File: src/rtl/pic_pkg.sv
// ---------------------------------------------------------------------------
// pic_pkg
// Shared types and constants for the interrupt-controller slice: the
// interrupt-acknowledge sequencer and the priority resolver both import this.
//   inta_state_t     : acknowledge sequencer FSM states
//   INTA_PULSES_8086 : number of INTA pulses per acknowledge in 8086 mode
//   vector_t         : 8-bit interrupt vector byte
// ---------------------------------------------------------------------------
package pic_pkg;

   typedef enum logic [2:0] {
      IDLE,
      P1_LOW,
      GAP,
      P2_LOW,
      HOLD,
      RECOVER
   } inta_state_t;

   // 8086 mode: first pulse freezes priority and sets ISR, second reads vector
   localparam int INTA_PULSES_8086 = 2;

   typedef logic [7:0] vector_t;

endpackage

File: src/rtl/inta_sequencer_if.sv
// ---------------------------------------------------------------------------
// inta_sequencer_if
// Bundles the PIC-facing and core-facing signals of the acknowledge sequencer.
//   INT       : interrupt request from the PIC (asynchronous)
//   int_en    : CPU interrupt-enable flag
//   D         : data bus from the PIC, vector valid during the second pulse
//   INTA_N    : active-low interrupt acknowledge to the PIC
//   vec       : captured vector
//   vec_valid : vec holds an unconsumed vector
//   vec_ready : core accepts vec on vec_valid && vec_ready
//   busy      : sequencer is not idle
// master = the sequencer, slave = the PIC/core environment.
// ---------------------------------------------------------------------------
interface inta_sequencer_if;
   import pic_pkg::*;

   logic    INT;
   logic    int_en;
   vector_t D;
   logic    INTA_N;
   vector_t vec;
   logic    vec_valid;
   logic    vec_ready;
   logic    busy;

   modport master (
      input  INT, int_en, D, vec_ready,
      output INTA_N, vec, vec_valid, busy
   );

   modport slave (
      output INT, int_en, D, vec_ready,
      input  INTA_N, vec, vec_valid, busy
   );

endinterface

File: src/rtl/sync_2ff.sv
// ---------------------------------------------------------------------------
// sync_2ff
// Single-bit two-flop synchronizer for bringing asynchronous request lines
// (INT, IR inputs) into the clk domain.
//   clk   : destination clock
//   rst_n : asynchronous active-low reset, both flops clear to 0
//   d     : asynchronous input
//   q     : synchronized output, two clk edges after d
// ---------------------------------------------------------------------------
module sync_2ff (
   input  logic clk,
   input  logic rst_n,
   input  logic d,
   output logic q
);

   logic meta;

   // First flop may go metastable; the second gives it a full cycle to settle.
   always_ff @(posedge clk or negedge rst_n) begin
      if (!rst_n) begin
         meta <= 1'b0;
         q    <= 1'b0;
      end else begin
         meta <= d;
         q    <= meta;
      end
   end

endmodule

File: src/rtl/inta_sequencer.sv
// ---------------------------------------------------------------------------
// inta_sequencer
// CPU-side initiator of the 8259A two-pulse (8086 mode) interrupt-acknowledge
// protocol. When the synchronized INT is seen with interrupts enabled it
// drives two INTA_N low pulses separated by a gap, captures the vector from D
// at the end of the second pulse, offers it to the core with a valid/ready
// handshake, then holds INTA_N high for a recovery period so the PIC can
// withdraw INT before it is looked at again.
//   clk   : system clock
//   rst_n : asynchronous active-low reset
//   bus   : inta_sequencer_if master modport (INT, int_en, D, INTA_N, vec,
//           vec_valid, vec_ready, busy)
// Parameters:
//   PULSE_CYCLES : cycles INTA_N is low per pulse (>=1)
//   GAP_CYCLES   : cycles INTA_N is high between pulses and in recovery (>=1)
// ---------------------------------------------------------------------------
module inta_sequencer
   import pic_pkg::*;
#(
   parameter int PULSE_CYCLES = 2,
   parameter int GAP_CYCLES   = 2
) (
   input logic               clk,
   input logic               rst_n,
   inta_sequencer_if.master  bus
);

   localparam int MAX_CYCLES = (PULSE_CYCLES > GAP_CYCLES) ? PULSE_CYCLES : GAP_CYCLES;
   localparam int CNT_W      = $clog2(MAX_CYCLES) + 1;

   // Counter reload values: the counter runs load..0, so a value of N-1
   // keeps the state for exactly N cycles.
   localparam logic [CNT_W-1:0] PULSE_LOAD = CNT_W'(PULSE_CYCLES - 1);
   localparam logic [CNT_W-1:0] GAP_LOAD   = CNT_W'(GAP_CYCLES - 1);
   localparam logic [CNT_W-1:0] CNT_ONE    = CNT_W'(1);

   inta_state_t      state;
   logic [CNT_W-1:0] cnt;
   logic             int_s;
   logic             inta_n_r;
   logic             vec_valid_r;
   logic             busy_r;
   vector_t          vec_r;

   sync_2ff u_int_sync (
      .clk   (clk),
      .rst_n (rst_n),
      .d     (bus.INT),
      .q     (int_s)
   );

   // Acknowledge sequencer. Every output is a register updated alongside the
   // state, so INTA_N can only change on a clock edge and never glitches.
   // Once P1_LOW is entered the sequence runs to completion regardless of
   // INT or int_en: the PIC has already committed to an acknowledge cycle
   // and will supply its spurious vector if the request vanished.
   always_ff @(posedge clk or negedge rst_n) begin
      if (!rst_n) begin
         state       <= IDLE;
         cnt         <= '0;
         inta_n_r    <= 1'b1;
         vec_valid_r <= 1'b0;
         busy_r      <= 1'b0;
         vec_r       <= '0;
      end else begin
         case (state)
            IDLE: begin
               if (int_s && bus.int_en) begin
                  state    <= P1_LOW;
                  cnt      <= PULSE_LOAD;
                  inta_n_r <= 1'b0;
                  busy_r   <= 1'b1;
               end
            end

            P1_LOW: begin
               if (cnt == '0) begin
                  state    <= GAP;
                  cnt      <= GAP_LOAD;
                  inta_n_r <= 1'b1;
               end else begin
                  cnt <= cnt - CNT_ONE;
               end
            end

            GAP: begin
               if (cnt == '0) begin
                  state    <= P2_LOW;
                  cnt      <= PULSE_LOAD;
                  inta_n_r <= 1'b0;
               end else begin
                  cnt <= cnt - CNT_ONE;
               end
            end

            // The PIC drives D for the whole second pulse, so sampling at
            // the edge that ends it gives the most settling time.
            P2_LOW: begin
               if (cnt == '0) begin
                  state       <= HOLD;
                  cnt         <= '0;
                  inta_n_r    <= 1'b1;
                  vec_r       <= bus.D;
                  vec_valid_r <= 1'b1;
               end else begin
                  cnt <= cnt - CNT_ONE;
               end
            end

            HOLD: begin
               if (bus.vec_ready) begin
                  state       <= RECOVER;
                  cnt         <= GAP_LOAD;
                  vec_valid_r <= 1'b0;
               end
            end

            RECOVER: begin
               if (cnt == '0) begin
                  state  <= IDLE;
                  cnt    <= '0;
                  busy_r <= 1'b0;
               end else begin
                  cnt <= cnt - CNT_ONE;
               end
            end

            default: begin
               state       <= IDLE;
               cnt         <= '0;
               inta_n_r    <= 1'b1;
               vec_valid_r <= 1'b0;
               busy_r      <= 1'b0;
            end
         endcase
      end
   end

   assign bus.INTA_N    = inta_n_r;
   assign bus.vec       = vec_r;
   assign bus.vec_valid = vec_valid_r;
   assign bus.busy      = busy_r;

endmodule
File: src/flat_wrapper.sv
// flat-port wrapper written by rule: the top's interface ports become plain ports
module inta_sequencer_flat import pic_pkg::*;
#(
   parameter int PULSE_CYCLES = 2,
   parameter int GAP_CYCLES   = 2
)
  (clk, rst_n, bus_INT, bus_int_en, bus_D, bus_vec_ready, bus_INTA_N, bus_vec, bus_vec_valid, bus_busy);
  inta_sequencer_if bus_i ();
  input logic clk;
  input logic rst_n;
  input wire logic [$bits(bus_i.INT)-1:0] bus_INT;
  input wire logic [$bits(bus_i.int_en)-1:0] bus_int_en;
  input wire logic [$bits(bus_i.D)-1:0] bus_D;
  input wire logic [$bits(bus_i.vec_ready)-1:0] bus_vec_ready;
  output wire logic [$bits(bus_i.INTA_N)-1:0] bus_INTA_N;
  output wire logic [$bits(bus_i.vec)-1:0] bus_vec;
  output wire logic [$bits(bus_i.vec_valid)-1:0] bus_vec_valid;
  output wire logic [$bits(bus_i.busy)-1:0] bus_busy;
  assign bus_i.INT = bus_INT;
  assign bus_i.int_en = bus_int_en;
  assign bus_i.D = bus_D;
  assign bus_i.vec_ready = bus_vec_ready;
  assign bus_INTA_N = bus_i.INTA_N;
  assign bus_vec = bus_i.vec;
  assign bus_vec_valid = bus_i.vec_valid;
  assign bus_busy = bus_i.busy;
  inta_sequencer #(.PULSE_CYCLES(PULSE_CYCLES), .GAP_CYCLES(GAP_CYCLES)) u_core (.clk(clk), .rst_n(rst_n), .bus(bus_i));
endmodule
File: config.mk
export PLATFORM = sky130hd
export DESIGN_NAME = inta_sequencer_flat
export DESIGN_NICKNAME = d
export VERILOG_FILES = /design/src/rtl/pic_pkg.sv /design/src/rtl/inta_sequencer_if.sv /design/src/rtl/sync_2ff.sv /design/src/rtl/inta_sequencer.sv /design/src/flat_wrapper.sv
export SDC_FILE = /design/constraint.sdc
export NUM_CORES = 1
export LEC_CHECK = 0
export BUFFER_PORTS_ARGS = -buffer_cell sky130_fd_sc_hd__clkbuf_2
export CORE_MARGIN = 3
export CORE_UTILIZATION = 30
export CTS_CLUSTER_SIZE = 40
export DETAILED_ROUTE_END_ITERATION = 8
export PLACE_DENSITY = 0.62
export SETUP_SLACK_MARGIN = 0.4
export SLEW_MARGIN = 10
export SYNTH_ARGS = -nofsm -noshare
export SYNTH_HDL_FRONTEND = slang
export SYNTH_SLANG_ARGS = --single-unit
File: constraint.sdc
create_clock -name clk -period 2 [get_ports clk]
set_clock_uncertainty 0.15 [all_clocks]
set_input_delay 0.4 -clock clk [delete_from_list [all_inputs] [get_ports clk]]
set_output_delay 0.4 -clock clk [all_outputs]
set_load 0.03 [all_outputs]
==> run_results.csv <==
group,metric,value,unit
die,rows,18,
synthesis,syn-cell-area,832,um^2
synthesis,synth_top_area_frac,0.511,
clocking,insertion_delay,0.29,ns
setup_path,r2r_end,"u_core.bus.vec[2]$_DFFE_PN0P_",
global_routing,overflow,0,
sta,max_freq,609,MHz
die,die_h,58.7,um
synthesis,async_flop_share,1.00,
sta,period_minus_slack,1.64,ns
die,die_width,58.7,um
synthesis,syn_area_per_cell,12.8,um^2
synthesis,ys_seq_elements,18,
global_routing,grt_util_all_layers,0.0887,
finish,fin_util,0.421,
place,port-buffer-count,23,
drt,drt-initial-drc-count,7,
synthesis,ys.flop_type,"dfrtp_1",
setup_path,worst_setup_path_end_kind,"flip-flop",
synthesis,yosysWarnings,0,
synthesis,synth_nets,78,
setup_path,reg2reg_from,"u_core.cnt[0]$_DFFE_PN0P_",
finish,diodes,0,
clocking,tritoncts,"built",
synthesis,synth_commonest_cells,"dfrtp_1 (17), mux2_4 (8), nand2_1 (5), o21ai_0 (5)",
synthesis,ys_seq_area_frac,0.543,
setup_path,crit_path_max_fanout,4,
die,dieArea,3440,um^2
sta,rsz0062_at_grt,"yes",
clocking,numCtsBuffers,3,
clocking,clk_pin_slew,0.11,ns
drt,wl,1.60,mm
sta,setup_viol,0,
sta,slew_violations,0,
setup_path,path_class,"reg2reg",
drt,drc,0,
drt,ant_nets,0,
finish,layout.nets,112,
setup_path,critical_path_arrival,1.68,ns
setup_path,cp-startpoint,"u_core.cnt[0]$_DFFE_PN0P_",
drt,wl_per_cell,12.5,um
power_and_ir_drop,peakVddDrop,1.04,mV
synthesis,syn_inst,65,
place,gp_congestion,0.761,
sta,tns,0,ns
place,dp_hpwl,1.11,mm
synthesis,ys_top_cells_by_area,"dfrtp_1 (51%), mux2_4 (14%), dfstp_2 (3.2%)",
setup_path,r2r_slack,0.36,ns
clocking,clockBufferDepth,2,
power_and_ir_drop,p_per_area,1800,nW/um^2
sta,maxSlewHeadroom,0.716,
global_routing,grt_max_degree,19,
die,start_util,0.324,
die,ioPinCount,24,
synthesis,synth-edff-count,0,
sta,fin_crit_sh,0.821,
drt,num_vias,629,
global_routing,antenna_found_initial,0,
setup_path,r2r_cells,3,
drt,viasPerCell,4.91,
global_routing,grt_pass1_wl,2.36,mm
setup_path,critPathRequiredTime,2.04,ns
outcome,status,"completed",
global_routing,grt_pass1_vias,561,
die,core,2570,um^2
finish,drive_gt1_frac,0.520,
drt,dr.pass1.iters,4,
job,max_cap_violations,0,
synthesis,yosysTopAreaCell,"dfrtp_1",
sta,worst_slew_pin_slew,0.426,ns
clocking,cts.sinks,18,
finish,area_growth,29.9,%
setup_path,start_kind,"flip-flop",
sta,finalHoldViolations,0,
clocking,htree_levels,1,
setup_path,endpoint,"u_core.bus.vec[2]$_DFFE_PN0P_",
power_and_ir_drop,power.leakage,0.548,nW
synthesis,synth.most_common_cell,"dfrtp_1",
clocking,cts-root-buf,"clkbuf_4",
synthesis,synth.distinct_cells,25,
min_path,hp-class,"in2reg",
==> state kept, by name, summed over array words and instances, names as in the netlist <==
name,cells
u_core.bus.vec_valid,1
u_core.state,3
u_core.u_int_sync.q,1
u_core.cnt,2
u_core.bus.INTA_N,1
u_core.bus.vec,8
u_core.bus.busy,1
u_core.u_int_sync.meta,1
==> area by class of cell <==
class	count	area (um^2)
clock buffer	4	36.3
inverter	2	7.51
timing repair buffer	31	186
sequential	18	455
multi-input combinational	43	358
fill	267	1490
tap	30	37.5
==> layer usage <==
layer  vias up  wire [um]  GRT usage
met5         -          0          0
li1        299          -          -
met2        24        776      0.137
met1       302        702      0.118
met3         4        100     0.0219
met4         0         20     0.0388
==> repair_timing <==
item / CTS / global route
endpoints found under the hold margin: 17 / 0
pin swaps: 1 / 1
endpoints found under the setup margin: 9 / 9
hold buffers: 1 / 0
resized for setup: 3 / 2
buffers inserted: 1 / 5
cloned: 0 / 1
==> power breakdown <==
part           internal (mW)  total, mW  switching (mW)
registers              0.531      0.681           0.150
logic                  0.507       1.04           0.528
clock network          0.111      0.228           0.117
total                   1.15       1.94           0.795
==> per-stage QoR <==
step | total power, mW | instances | hold WS (ns) | area (um^2) | setup slack [ns]
2_1_floorplan | 1.40 | 65 | -0.0456 | 832 | 0.472
3_3_place_gp | 1.58 | 116 | 0.189 | 971 | 0.399
3_5_place_dp | 1.60 | 116 | 0.194 | 971 | 0.351
4_1_cts | 1.87 | 122 | 0.0465 | 1030 | 0.382
5_1_grt | 2.07 | 128 | 0.0337 | 1080 | 0.300
6_report | 1.94 | 128 | 0.0514 | 1080 | 0.358
==> how the worst min path moves through the flow <==
stage                                                start                                to  slack [ns]  cells after the start
after floorplan                                      rst_n       u_core.bus.busy$_DFFE_PN0P_       -0.05                      0
after global placement    u_core.u_int_sync.meta$_DFF_PN0_     u_core.u_int_sync.q$_DFF_PN0_        0.19                      0
after detailed placement  u_core.u_int_sync.meta$_DFF_PN0_     u_core.u_int_sync.q$_DFF_PN0_        0.19                      0
after CTS                                          bus_INT  u_core.u_int_sync.meta$_DFF_PN0_        0.05                      1
after global routing                               bus_INT  u_core.u_int_sync.meta$_DFF_PN0_        0.03                      1
final                                              bus_INT  u_core.u_int_sync.meta$_DFF_PN0_        0.05                      1
==> critical path, cell delays in order, from the launching register on <==
cell and delay (ns):
dfrtp_2 0.45, nor4b_4 0.42, nand2_2 0.18, mux2_4 0.33
==> cell usage in the layout (no fill, tap or decap) <==
cell and n:
xnor2_1 1, dfstp_2 1, o211a_1 2, o31a_1 1, inv_1 2, nor3b_1 1, clkbuf_2 22, mux2_4 8
a31oi_1 1, nand2_4 1, dlygate4sd3_1 1, nand2_1 5, nor2_1 3, clkbuf_8 2, nand2_2 1, o21ba_2 1
buf_4 7, and3_1 1, nand3b_1 2, o21ai_0 5, clkbuf_4 3, nand3_1 3, nor4b_1 1, dfrtp_1 14
dfrtp_2 3, a311oi_1 1, a21boi_0 1, nor4b_4 1, a21oi_1 2, or3b_2 1
==> cell families (layout without fill, tap and decap cells) <==
logic type	Yosys count	after routing	synth area share
buf+inv	5	37	0.0346
flops	18	18	0.543
simple gates	19	20	0.152
compound gates	14	14	0.116
xor+xnor	1	1	0.0105
mux	8	8	0.144
(Power assumes the default switching activity.)
